<file path="config.mk">
export PLATFORM = sky130hd
export DESIGN_NAME = video_frame_buffer_scheduler
export DESIGN_NICKNAME = d
export VERILOG_FILES = /design/src/rtl/video_frame_buffer_scheduler.sv
export SDC_FILE = /design/constraint.sdc
export NUM_CORES = 1
export LEC_CHECK = 0
export CORE_ASPECT_RATIO = 1.1
export CORE_MARGIN = 2
export CORE_UTILIZATION = 25
export DETAILED_ROUTE_END_ITERATION = 6
export HOLD_SLACK_MARGIN = 0.1
export PLACE_DENSITY = 0.51
export SLEW_MARGIN = 20
export SYNTH_ARGS = -nofsm -noshare
export SYNTH_HDL_FRONTEND = slang
export SYNTH_SLANG_ARGS = --single-unit
</file>
<file path="constraint.sdc">
create_clock -name i_pclk -period 5.83 [get_ports i_pclk]
set_clock_uncertainty 0.2 [all_clocks]
set_input_delay 1.749 -clock i_pclk [delete_from_list [all_inputs] [get_ports i_pclk]]
set_output_delay 1.749 -clock i_pclk [all_outputs]
set_load 0.02 [all_outputs]
</file>
<file path="src/rtl/video_frame_buffer_scheduler.sv">
// -----------------------------------------------------------------------------
// video_frame_buffer_scheduler
//
// Turns the preprocessed pixel stream into DDR burst write requests that fill
// a rotating set of frame buffers. It tells the HDMI reader which buffer holds
// the latest complete frame, and it never rotates into the buffer the reader
// has locked.
//
// Ports
//   i_pclk            pixel clock; all state changes on its rising edge
//   i_rst             synchronous reset, active-high
//   i_video_vde       pixel valid from the analyze stage
//   i_video_x/y       current pixel coordinates (x=0,y=0 with vde marks SOF)
//   i_video_end       frame end; its rising edge requests the end-of-frame flush
//   i_video_change    resolution changed (level); aborts the current frame
//   i_wr_fifo_cnt     beats currently held in the upstream pixel FIFO
//   o_wr_req          burst request, held until i_wr_ack
//   o_wr_addr         burst start byte address
//   o_wr_len          burst length in beats
//   i_wr_ack          1-cycle pulse: request accepted
//   i_wr_done         1-cycle pulse: burst data fully consumed
//   o_wr_frame_idx    buffer currently being written
//   o_rd_frame_idx    latest complete buffer for the reader
//   o_frame_valid     o_rd_frame_idx holds a complete frame
//   i_rd_frame_lock   reader holds a buffer; its rising edge captures the index
//   o_overflow        sticky FIFO-overflow flag, cleared at the next SOF
// -----------------------------------------------------------------------------
module video_frame_buffer_scheduler #(
    parameter logic [31:0] FRAME_BASE_ADDR = 32'h0000_0000,
    parameter logic [31:0] FRAME_STRIDE    = 32'h0080_0000,
    parameter int          BUF_NUM         = 3,
    parameter int          BURST_LEN       = 64,
    parameter int          BEAT_BYTES      = 4,
    parameter int          FIFO_DEPTH      = 512
) (
    input  logic        i_pclk,
    input  logic        i_rst,
    input  logic        i_video_vde,
    input  logic [11:0] i_video_x,
    input  logic [11:0] i_video_y,
    input  logic        i_video_end,
    input  logic        i_video_change,
    input  logic [9:0]  i_wr_fifo_cnt,
    output logic        o_wr_req,
    output logic [31:0] o_wr_addr,
    output logic [7:0]  o_wr_len,
    input  logic        i_wr_ack,
    input  logic        i_wr_done,
    output logic [1:0]  o_wr_frame_idx,
    output logic [1:0]  o_rd_frame_idx,
    output logic        o_frame_valid,
    input  logic        i_rd_frame_lock,
    output logic        o_overflow
);

    typedef enum logic [2:0] {
        ST_IDLE,
        ST_WAIT_SOF,
        ST_ACTIVE,
        ST_REQ,
        ST_BURST,
        ST_FRAME_DONE
    } state_t;

    localparam logic [9:0]  BURST_LEN_CNT   = 10'(BURST_LEN);
    localparam logic [7:0]  BURST_LEN_BEATS = 8'(BURST_LEN);
    localparam logic [10:0] OVERFLOW_LEVEL  = 11'(FIFO_DEPTH - 1);
    localparam logic [31:0] BEAT_BYTES_W    = 32'(BEAT_BYTES);
    localparam logic [1:0]  LAST_IDX        = 2'(BUF_NUM - 1);

    // Base address of every possible buffer as a constant table, so the
    // request address is a lookup plus the running offset (no multiplier).
    logic [31:0] buf_base [0:3];

    genvar gi;
    generate
        for (gi = 0; gi < 4; gi++) begin : g_buf_base
            assign buf_base[gi] = FRAME_BASE_ADDR + 32'(gi) * FRAME_STRIDE;
        end
    endgenerate

    state_t      state_reg,        state_next;
    logic        wr_req_reg,       wr_req_next;
    logic [31:0] wr_addr_reg,      wr_addr_next;
    logic [7:0]  wr_len_reg,       wr_len_next;
    logic [1:0]  wr_frame_idx_reg, wr_frame_idx_next;
    logic [1:0]  rd_frame_idx_reg, rd_frame_idx_next;
    logic        frame_valid_reg,  frame_valid_next;
    logic        overflow_reg,     overflow_next;
    logic [31:0] offset_reg,       offset_next;
    logic        pending_eof_reg,  pending_eof_next;
    logic [1:0]  reader_idx_reg,   reader_idx_next;
    logic        abort_reg,        abort_next;
    logic        end_d_reg,        end_d_next;
    logic        lock_d_reg,       lock_d_next;

    logic        sof;
    logic        end_rise;
    logic        lock_rise;
    logic        burst_full;
    logic        burst_flush;
    logic        burst_complete;
    logic [7:0]  issue_len;
    logic [31:0] burst_bytes;
    logic [1:0]  next_idx_a;
    logic [1:0]  next_idx_b;
    logic        rotate_blocked;

    always_ff @(posedge i_pclk) begin
        if (i_rst) begin
            state_reg        <= ST_IDLE;
            wr_req_reg       <= 1'b0;
            wr_addr_reg      <= FRAME_BASE_ADDR;
            wr_len_reg       <= 8'd0;
            wr_frame_idx_reg <= 2'd0;
            rd_frame_idx_reg <= 2'd0;
            frame_valid_reg  <= 1'b0;
            overflow_reg     <= 1'b0;
            offset_reg       <= 32'd0;
            pending_eof_reg  <= 1'b0;
            reader_idx_reg   <= 2'd0;
            abort_reg        <= 1'b0;
            end_d_reg        <= 1'b0;
            lock_d_reg       <= 1'b0;
        end else begin
            state_reg        <= state_next;
            wr_req_reg       <= wr_req_next;
            wr_addr_reg      <= wr_addr_next;
            wr_len_reg       <= wr_len_next;
            wr_frame_idx_reg <= wr_frame_idx_next;
            rd_frame_idx_reg <= rd_frame_idx_next;
            frame_valid_reg  <= frame_valid_next;
            overflow_reg     <= overflow_next;
            offset_reg       <= offset_next;
            pending_eof_reg  <= pending_eof_next;
            reader_idx_reg   <= reader_idx_next;
            abort_reg        <= abort_next;
            end_d_reg        <= end_d_next;
            lock_d_reg       <= lock_d_next;
        end
    end

    always_comb begin
        state_next        = state_reg;
        wr_req_next       = wr_req_reg;
        wr_addr_next      = wr_addr_reg;
        wr_len_next       = wr_len_reg;
        wr_frame_idx_next = wr_frame_idx_reg;
        rd_frame_idx_next = rd_frame_idx_reg;
        frame_valid_next  = frame_valid_reg;
        overflow_next     = overflow_reg;
        offset_next       = offset_reg;
        pending_eof_next  = pending_eof_reg;
        reader_idx_next   = reader_idx_reg;
        abort_next        = abort_reg;
        end_d_next        = i_video_end;
        lock_d_next       = i_rd_frame_lock;

        sof         = i_video_vde && (i_video_x == 12'd0) && (i_video_y == 12'd0);
        end_rise    = i_video_end && !end_d_reg;
        lock_rise   = i_rd_frame_lock && !lock_d_reg;
        burst_full  = (i_wr_fifo_cnt >= BURST_LEN_CNT);
        burst_flush = pending_eof_reg && (i_wr_fifo_cnt != 10'd0);
        // A flush is only taken when the FIFO is below a full burst, so the
        // residual count always fits in the 8-bit length.
        issue_len   = burst_full ? BURST_LEN_BEATS : i_wr_fifo_cnt[7:0];
        burst_bytes = {24'd0, wr_len_reg} * BEAT_BYTES_W;

        // A done pulse landing on the ack cycle closes the burst right away.
        burst_complete = i_wr_done &&
                         (((state_reg == ST_REQ) && i_wr_ack) || (state_reg == ST_BURST));

        next_idx_a     = (wr_frame_idx_reg == LAST_IDX) ? 2'd0 : wr_frame_idx_reg + 2'd1;
        next_idx_b     = (next_idx_a == LAST_IDX) ? 2'd0 : next_idx_a + 2'd1;
        rotate_blocked = i_rd_frame_lock && (next_idx_a == reader_idx_reg);

        if (lock_rise) begin
            reader_idx_next = rd_frame_idx_reg;
        end

        case (state_reg)
            ST_IDLE: begin
                state_next = ST_WAIT_SOF;
            end

            ST_WAIT_SOF: begin
                if (i_video_change) begin
                    frame_valid_next = 1'b0;
                    pending_eof_next = 1'b0;
                end else if (sof) begin
                    offset_next   = 32'd0;
                    overflow_next = 1'b0;
                    state_next    = ST_ACTIVE;
                end
            end

            ST_ACTIVE: begin
                if (end_rise) begin
                    pending_eof_next = 1'b1;
                end
                if (i_video_change) begin
                    frame_valid_next = 1'b0;
                    pending_eof_next = 1'b0;
                    state_next       = ST_WAIT_SOF;
                end else if (burst_full || burst_flush) begin
                    wr_req_next  = 1'b1;
                    wr_addr_next = buf_base[wr_frame_idx_reg] + offset_reg;
                    wr_len_next  = issue_len;
                    state_next   = ST_REQ;
                end else if (pending_eof_reg) begin
                    state_next = ST_FRAME_DONE;
                end
            end

            ST_REQ: begin
                if (end_rise) begin
                    pending_eof_next = 1'b1;
                end
                if (i_video_change) begin
                    abort_next = 1'b1;
                end
                if (i_wr_ack) begin
                    wr_req_next = 1'b0;
                    state_next  = ST_BURST;
                end
            end

            ST_BURST: begin
                if (end_rise) begin
                    pending_eof_next = 1'b1;
                end
                if (i_video_change) begin
                    abort_next = 1'b1;
                end
            end

            ST_FRAME_DONE: begin
                rd_frame_idx_next = wr_frame_idx_reg;
                frame_valid_next  = 1'b1;
                wr_frame_idx_next = rotate_blocked ? next_idx_b : next_idx_a;
                pending_eof_next  = 1'b0;
                state_next        = ST_WAIT_SOF;
            end

            default: begin
                state_next = ST_IDLE;
            end
        endcase

        // A resolution change seen at any point of the handshake turns the
        // return to ACTIVE into the same abort used outside a burst.
        if (burst_complete) begin
            offset_next = offset_reg + burst_bytes;
            abort_next  = 1'b0;
            if (abort_reg || i_video_change) begin
                frame_valid_next = 1'b0;
                pending_eof_next = 1'b0;
                state_next       = ST_WAIT_SOF;
            end else begin
                state_next = ST_ACTIVE;
            end
        end

        // Setting wins over the SOF clear when both happen together.
        if ((state_reg != ST_IDLE) && ({1'b0, i_wr_fifo_cnt} >= OVERFLOW_LEVEL)) begin
            overflow_next = 1'b1;
        end
    end

    assign o_wr_req       = wr_req_reg;
    assign o_wr_addr      = wr_addr_reg;
    assign o_wr_len       = wr_len_reg;
    assign o_wr_frame_idx = wr_frame_idx_reg;
    assign o_rd_frame_idx = rd_frame_idx_reg;
    assign o_frame_valid  = frame_valid_reg;
    assign o_overflow     = overflow_reg;

endmodule

</file>
==> out/metrics.cfg, run 1 <==
[synth]
ys.flop_type=dfxtp_1
synth_seq_cells=84
async_reset_ff_frac=0
ys_seq_area_frac=0.401
synth_area_sq_mm=0.00419
syn_inst=509
synth.yosys.warnings=0
yosysUniqueCellTypes=63
avgSynthCellArea_sq_um=8.24
synth_edf_count=0

[floorplan]
ios=89
start_util=0.256
die_y_um=140
dieArea_sq_mm=0.0178
die_x_um=127
coreArea_sq_mm=0.0164
core.rowCount=49

[timing]
setup_violations=0
hold_viol=0
fmax_mhz=238
post-route-period-util=0.721
fin_ws_ns=1.62
hold_ws_ns=0.256
drv_slew=0
fin_crit_ns=4.21
rsz0062_at_grt=no
worstMarginPinSlew_ns=0.897
finalSetupTns_ns=0
maxSlewHeadroom=0.402

[power_and_ir_drop]
power_per_cell_area_mw_per_mm2=223
power.leakage_nw=1.79
p_int_w=0.000973
p_comb_frac=0.048
p_seq_frac=0.469
switching_share=0.210
clkPwrFrac=0.483
p_sw_w=0.000259
max-vdd-ir-drop_v=0.000123

[cts]
hold_buffers=0
numCtsBuffers=9
clock_latency_ns=0.34
clock_sinks=84
htreeDepth=3
clk_pin_slew_ns=0.06
cts_tree=yes
cts_root_buffer=clkbuf_16
cts_setup_buffers=0
cts_resized=0
clk_path_buf_depth=2

[global_route]
grt_max_degree=49
overflow=0
grtUsageTotal=0.130
grt_first_pass_wirelength_um=19000
antenna_found_initial=0
first_global_vias=3813

[critical_path]
critPathBufInv=1
critPathMaxFanout=12
reg2reg_depth=8
worst_ep_arrival_time_ns=4.26
endpoint_kind=flip-flop
r2r_start=o_wr_len[0]$_SDFFE_PP0P_
criticalPathCategory=input port to flip-flop
slowest_delay_ns=0.58
crit_slowest_cell=a21boi_2
cp_top_family=compound AO/OA/AOI/OAI gates
timing.critical_path.cells=clkdlybuf4s50_1 > nand4b_1 > a21boi_2 > o211ai_1 > or4_1 > o21ai_0
rr_endpoint=offset_reg[16]$_SDFFE_PP0P_
required_ns=5.89
r2r_setup_slack_ns=2.71
startpoint_type=input port

[finish]
layout.nets=634
final_cell_mix=85 x clkdlybuf4s50_1, 84 x dfxtp_1, 75 x nand2_1
ff_latch_area_sq_mm=0.00168
fin_cells=788
multi_input_area_sq_mm=0.00232
final_common_cell=clkdlybuf4s50_1
postLayoutCellArea_sq_mm=0.00553
areaGrowthSynthToFinish_pct=31.9
antenna_cells=0
n_fill_cell=1701
layout-drive-gt1-share=0.0634

[detailed_routing]
postRouteAntennaNets=0
dr.first_iter.drc_count=346
drt_first_pass_iters=4
wire_per_inst_um=14.9
drc_errors=0
post_drt_via_cell_ratio=5.06
num_vias=3984
wirelength_um=11700

[status]
outcome=finished clean

[placement]
dpl_cell_area_sq_mm=0.00522
gp_congestion=0.807
place_inst=773
place_hpwl_um=8260
portBuffers=86
post-place-ws_ns=1.31

[hold_path]
min_from=o_wr_addr[2]$_SDFFE_PP0P_
holdPathStages=2
worstHoldEndpoint=o_wr_addr[2]$_SDFFE_PP0P_
hold_class=flip-flop to flip-flop

[run]
cap_violations=0

==> per-stage QoR <==
step	utilization	power (W)
final	0.338	0.00123
after CTS	0.338	0.00125
after floorplan	-	0.000613
after global routing	0.338	0.00127
after detailed placement	0.319	0.000650
after global placement	0.319	0.000650
==> worst reg2reg max path: cells and delay by family, from the launching register on <==
family / cells / cell delay, ns
AOI/OAI and AO/OA: 3 / 1.10
adders and majority gates: 2 / 0.60
buffers and inverters: 1 / 0.07
and+or+nand+nor: 2 / 0.72
DFF: 1 / 0.36
==> kinds of logic after synthesis <==
| kind of cell | synth area share |
|---|---|
| and+or+nand+nor | 0.249 |
| AOI/OAI and AO/OA | 0.223 |
| DFF | 0.401 |
| buffers and inverters | 0.0498 |
| adders and majority gates | 0.0394 |
| xor gates and xnor gates | 0.0230 |
| muxes | 0.0143 |
| other | 0.000894 |
==> Yosys cell counts (all sizes together) (8+ instances only) <==
master / instances / area [sq um]
a211oi: 10 / 75.1
a21oi: 51 / 259
buf: 8 / 51.3
clkbuf: 25 / 93.8
dfxtp: 84 / 1680
ha: 10 / 125
inv: 17 / 63.8
nand2: 75 / 282
nand3: 18 / 90.1
nor2: 37 / 139
nor2b: 9 / 56.3
nor3: 10 / 50.1
o211ai: 11 / 82.6
o21ai: 18 / 90.1
o41ai: 10 / 110
or3: 9 / 61.3
or4: 10 / 78.8
xnor2: 9 / 78.8
==> routing by layer <==
metal,part of all wire,vias to the layer above,GRT usage
met5,0,-,0
met4,0.015,0,0.0399
met3,0.052,15,0.0246
met2,0.46,107,0.212
met1,0.47,1877,0.173
li1,-,1985,-
==> final cells by class <==
type,count,share of cell area
multi-input combinational,376,0.419
sequential,84,0.304
timing repair buffer,92,0.163
clock buffer,12,0.0482
tap,204,0.0462
inverter,17,0.0115
clock inverter,3,0.00814
==> power groups by stage <==
stage / Combinational, W / Clock [W] / Sequential, W
global placement: 0.0000589 / 0 / 0.000591
CTS: 0.0000597 / 0.000608 / 0.000578
floorplan: 0.0000229 / 0 / 0.000590
finish: 0.0000594 / 0.000594 / 0.000578
detailed placement: 0.0000592 / 0 / 0.000591
global route: 0.0000642 / 0.000632 / 0.000578
==> worst max-delay path by stage <==
stage	startpoint	end	depth (start not counted)
floorplan	i_wr_fifo_cnt[1]	o_wr_addr[23]$_SDFFE_PP0P_	6
CTS	i_wr_ack	offset_reg[24]$_SDFFE_PP0P_	6
global placement	i_wr_ack	offset_reg[24]$_SDFFE_PP0P_	6
global route	i_wr_ack	offset_reg[24]$_SDFFE_PP0P_	6
finish	i_wr_ack	offset_reg[16]$_SDFFE_PP0P_	6
detailed placement	i_wr_ack	offset_reg[16]$_SDFFE_PP0P_	6
(Power assumes the default switching activity.)
==> run 2: changes to the inputs <==
--- a/config.mk
+++ b/config.mk
@@ -10,7 +10,7 @@
 export CORE_UTILIZATION = 25
 export DETAILED_ROUTE_END_ITERATION = 6
 export HOLD_SLACK_MARGIN = 0.1
-export PLACE_DENSITY = 0.51
+export PLACE_DENSITY = 0.53
 export SLEW_MARGIN = 20
 export SYNTH_ARGS = -nofsm -noshare
 export SYNTH_HDL_FRONTEND = slang
==> constraint.sdc (replaced) <==
create_clock -name i_pclk -period 3.7 [get_ports i_pclk]
set_clock_uncertainty 0.2 [all_clocks]
set_input_delay 1.11 -clock i_pclk [delete_from_list [all_inputs] [get_ports i_pclk]]
set_output_delay 1.11 -clock i_pclk [all_outputs]
set_load 0.02 [all_outputs]
==> run 2 against run 1 <==
Worst setup slack worse by 1.2 ns; non-clock buffer count up 8; largest cell class unchanged; core utilization up 0.56 points; sequential power up 57%; critical path type unchanged; highest routed layer unchanged.
==> out/metrics.cfg, run 2 (synthesis gave the netlist of run 1 again) <==
[cts]
clk_path_buf_depth=2
htreeDepth=3
clock_latency_ns=0.34
clk_pin_slew_ns=0.07
numCtsBuffers=9
hold_buffers=0
cts_setup_buffers=0
cts_tree=yes
cts_resized=0
clock_sinks=84
cts_root_buffer=clkbuf_16

[critical_path]
endpoint_kind=flip-flop
reg2reg_depth=8
r2r_setup_slack_ns=0.50
r2r_start=o_wr_len[0]$_SDFFE_PP0P_
worst_ep_arrival_time_ns=3.29
criticalPathCategory=input port to flip-flop
rr_endpoint=offset_reg[18]$_SDFFE_PP0P_
critPathMaxFanout=31
startpoint_type=input port
required_ns=3.73

[detailed_routing]
drt_first_pass_iters=4
dr.first_iter.drc_count=249
drc_errors=0
post_drt_via_cell_ratio=4.99
postRouteAntennaNets=0
wirelength_um=11600
num_vias=3977
wire_per_inst_um=14.6

[finish]
ff_latch_area_sq_mm=0.00168
layout.nets=642
multi_input_area_sq_mm=0.00232
layout-drive-gt1-share=0.0776
n_fill_cell=1673
final_cell_mix=85 x clkdlybuf4s50_1, 84 x dfxtp_1, 75 x nand2_1
antenna_cells=0
final_common_cell=clkdlybuf4s50_1
areaGrowthSynthToFinish_pct=34.1

[timing]
setup_violations=0
fin_ws_ns=0.443
rsz0062_at_grt=no
maxSlewHeadroom=0.343
hold_viol=0
drv_slew=0
fmax_mhz=307
finalSetupTns_ns=0
worstMarginPinSlew_ns=0.981
fin_crit_ns=3.26
post-route-period-util=0.880

[run]
cap_violations=0

[placement]
portBuffers=86
post-place-ws_ns=0.109
place_hpwl_um=8390
gp_congestion=0.840

[floorplan]
ios=89
start_util=0.256
core.rowCount=49
die_x_um=127
die_y_um=140
dieArea_sq_mm=0.0178
coreArea_sq_mm=0.0164

[power_and_ir_drop]
power_per_cell_area_mw_per_mm2=357
power.leakage_nw=1.84
max-vdd-ir-drop_v=0.000184

[global_route]
overflow=0
grtUsageTotal=0.131
antenna_found_initial=0
first_global_vias=3933
grt_max_degree=42
grt_first_pass_wirelength_um=19200

[status]
outcome=finished clean

[hold_path]
hold_class=flip-flop to flip-flop
holdPathStages=2
min_from=o_wr_addr[7]$_SDFFE_PP0P_
worstHoldEndpoint=o_wr_addr[7]$_SDFFE_PP0P_

run 2: cell count changes in the layout (fill, tap and decap cells not counted):
| cell | before | now |
|---|---|---|
| clkbuf_8 | 3 | 0 |
| buf_4 | 6 | 13 |
| buf_12 | 0 | 1 |
| clkinvlp_4 | 2 | 1 |
| inv_8 | 0 | 1 |
| inv_6 | 0 | 3 |
| bufinv_16 | 1 | 2 |
run 2: critical path, stage by stage:
cell,delay [ns]
clkdlybuf4s50_1,0.44
or4_1,0.55
o31ai_1,0.42
a21oi_4,0.30
buf_4,0.29
nand2_1,0.09
a21oi_1,0.06
run 2: worst max path at each step:
stage / start / slack [ns] / to
2_1_floorplan: i_wr_fifo_cnt[1] / 0.89 / o_wr_addr[23]$_SDFFE_PP0P_
3_3_place_gp: i_wr_fifo_cnt[1] / 0.14 / o_wr_addr[21]$_SDFFE_PP0P_
3_5_place_dp: i_wr_fifo_cnt[1] / 0.11 / o_wr_addr[21]$_SDFFE_PP0P_
4_1_cts: i_video_change / 0.45 / o_wr_addr[10]$_SDFFE_PP0P_
5_1_grt: o_wr_len[0]$_SDFFE_PP0P_ / 0.17 / offset_reg[24]$_SDFFE_PP0P_
6_report: i_wr_fifo_cnt[1] / 0.44 / o_wr_addr[21]$_SDFFE_PP0P_
run 2: area by class of cell:
class | instances | share of cell area
inverter | 17 | 0.0114
timing repair buffer | 100 | 0.173
tap | 204 | 0.0454
multi-input combinational | 376 | 0.412
clock buffer | 9 | 0.0401
sequential | 84 | 0.299
clock inverter | 7 | 0.0187
run 2: per-stage QoR:
stage | std cells | utilization | area [sq um] | hold slack [ns] | power [W]
after floorplan | 510 | - | 4200 | 0.248 | 0.000965
after global routing | 797 | 0.343 | 5620 | 0.282 | 0.00208
after detailed placement | 781 | 0.323 | 5290 | 0.247 | 0.00103
after global placement | 781 | 0.323 | 5290 | 0.247 | 0.00103
after CTS | 797 | 0.343 | 5620 | 0.262 | 0.00204
final | 797 | 0.343 | 5620 | 0.258 | 0.00201
run 2: per-layer routing:
metal / global-route usage / vias to the layer above / routed length (um)
li1: - / 2005 / -
met1: 0.171 / 1858 / 5480
met2: 0.214 / 100 / 5360
met3: 0.0235 / 14 / 607
met4: 0.0521 / 0 / 172
met5: 0 / - / 0
run 2: report_power, final:
part / total, W / leakage [nW] / switching (W) / internal [W]
combinational: 0.0000960 / 1.01 / 0.0000428 / 0.0000532
sequential: 0.000910 / 0.677 / 0.00000389 / 0.000907
clock: 0.00100 / 0.159 / 0.000397 / 0.000603
==> run 3: changes to the inputs <==
--- a/config.mk
+++ b/config.mk
@@ -11,6 +11,7 @@
 export DETAILED_ROUTE_END_ITERATION = 6
 export HOLD_SLACK_MARGIN = 0.1
 export PLACE_DENSITY = 0.53
+export REMOVE_ABC_BUFFERS = 1
 export SLEW_MARGIN = 20
 export SYNTH_ARGS = -nofsm -noshare
 export SYNTH_HDL_FRONTEND = slang
==> constraint.sdc (replaced) <==
create_clock -name i_pclk -period 2.7 [get_ports i_pclk]
set_clock_uncertainty 0.2 [all_clocks]
set_input_delay 0.81 -clock i_pclk [delete_from_list [all_inputs] [get_ports i_pclk]]
set_output_delay 0.81 -clock i_pclk [all_outputs]
set_load 0.02 [all_outputs]
==> run 3 against run 2 <==
First-iteration DRC count decreased by 35%; clock power increased by 29%; hold slack worse by 0.00078 ns; sequential share of layout area is 1.9 points lower; total power is 34% higher; non-clock buffer count is 32 higher; die area did not move; clock-buffer cell count grew 1; global-route usage is 0.28 points higher; sequential power is 37% higher; core utilization up 2.3 points; critical path type unchanged; critical endpoint is now o_wr_addr[19]$_SDFFE_PP0P_; largest power group unchanged.
==> out/metrics.cfg, run 3 (synthesis gave the netlist of run 1 again) <==
[status]
outcome=finished clean

[global_route]
antenna_found_initial=0
grtUsageTotal=0.134
first_global_vias=3945
grt_first_pass_wirelength_um=19300
grt_max_degree=26
overflow=0

[power_and_ir_drop]
p_seq_frac=0.462
max-vdd-ir-drop_v=0.000266
p_sw_w=0.000614
power_per_cell_area_mw_per_mm2=448
p_int_w=0.00208
power.leakage_nw=2.08
p_comb_frac=0.057
switching_share=0.228
clkPwrFrac=0.481

[timing]
fin_ws_ns=0.107
hold_ws_ns=0.258
rsz0062_at_grt=no
fmax_mhz=386
setup_violations=0
hold_viol=0
post-route-period-util=0.960
worstMarginPinSlew_ns=0.660
drv_slew=0
fin_crit_ns=2.59
maxSlewHeadroom=0.560

[hold_path]
min_from=o_wr_req$_SDFFE_PP0P_
hold_class=flip-flop to flip-flop

[cts]
htreeDepth=3
numCtsBuffers=9
clock_latency_ns=0.35
cts_tree=yes
hold_buffers=0
clock_sinks=84
clk_path_buf_depth=2
cts_root_buffer=clkbuf_16
clk_pin_slew_ns=0.06

[critical_path]
criticalPathCategory=input port to flip-flop
r2r_start=o_wr_len[0]$_SDFFE_PP0P_
critPathMaxFanout=6
worst_ep_arrival_time_ns=2.67
required_ns=2.78
endpoint_kind=flip-flop
startpoint_type=input port
crit_start=i_wr_fifo_cnt[1]

[finish]
final_util=0.367
fin_cells=829
layout-drive-gt1-share=0.146
areaGrowthSynthToFinish_pct=43.2
antenna_cells=0
final_cell_mix=82 x dfxtp_1, 81 x clkdlybuf4s50_1, 75 x nand2_1
final_common_cell=dfxtp_1
layout.nets=674

[floorplan]
ios=89
dieArea_sq_mm=0.0178
coreArea_sq_mm=0.0164
die_y_um=140
start_util=0.256
die_x_um=127
core.rowCount=49

[detailed_routing]
postRouteAntennaNets=0
drt_first_pass_iters=4
num_vias=4076
wire_per_inst_um=14.7
wirelength_um=12200
drc_errors=0
dr.first_iter.drc_count=161
post_drt_via_cell_ratio=4.92

[placement]
post-place-ws_ns=-0.350
gp_congestion=0.859
place_hpwl_um=8820
portBuffers=86
place_inst=809

[run]
cap_violations=0

-- run 3: cell count changes in the layout (fill, tap and decap cells not counted), sizes merged --
cell	delta
bufinv	-1
clkdlybuf4s50	-4
buf	+30
clkinv	+1
clkbuf	+3
inv	-2
dlymetal6s2s	+4
clkinvlp	+1
-- run 3: path summary, 6_finish.rpt --
| kind | to | slack (ns) | cells past startpoint |
|---|---|---|---|
| setup / recovery | o_wr_addr[19]$_SDFFE_PP0P_ | 0.11 | 8 |
| hold reg to reg | o_wr_req$_SDFFE_PP0P_ | 0.26 | 2 |
| hold / removal | o_wr_req$_SDFFE_PP0P_ | 0.26 | 2 |
| setup reg to reg | offset_reg[24]$_SDFFE_PP0P_ | 0.17 | 10 |
-- run 3: area by class of cell --
cell class                 count  area, sq um
tap                          204          255
multi-input combinational    376         2380
clock inverter                 6         71.3
timing repair buffer         132         1320
inverter                      17         63.8
sequential                    84         1680
clock buffer                  10          239
fill                        1660        10400
-- run 3: power by group through the flow --
stage / Combinational, W / Clock (W) / Sequential (W)
6_report: 0.000153 / 0.00129 / 0.00125
3_5_place_dp: 0.000152 / 0 / 0.00127
2_1_floorplan: 0.0000281 / 0 / 0.00128
3_3_place_gp: 0.000151 / 0 / 0.00127
4_1_cts: 0.000153 / 0.00133 / 0.00124
5_1_grt: 0.000166 / 0.00138 / 0.00124
-- run 3: metrics by stage --
step                      TNS [ns]  power, W  area [sq um]
after floorplan             -14.30   0.00130          4050
after global placement      -15.07   0.00142          5540
after detailed placement    -16.29   0.00143          5540
after CTS                        0   0.00273          5860
after global routing             0   0.00279          6010
final                            0   0.00269          6010
-- run 3: critical path, cell delays in order --
cell             delay, ns
clkdlybuf4s50_1       0.42
or4_4                 0.43
o31a_1                0.34
o21ai_4               0.18
buf_12                0.15
clkbuf_16             0.15
nand2_1               0.05
a21oi_1               0.13
-- run 3: per-layer routing --
metal,part of all wire,global-route usage,wire (um)
met3,0.029,0.0258,352
met5,0,0,0
met1,0.46,0.168,5680
met4,0.023,0.0636,278
met2,0.48,0.220,5910
-- run 3: repair_timing --
action / CTS / global route
buffers inserted: 0 / 1
hold endpoints to repair: 0 / 0
cloned: 0 / 3
pin swaps: 0 / 5
endpoints found under the setup margin: 2 / 35
gates resized for setup: 2 / 21
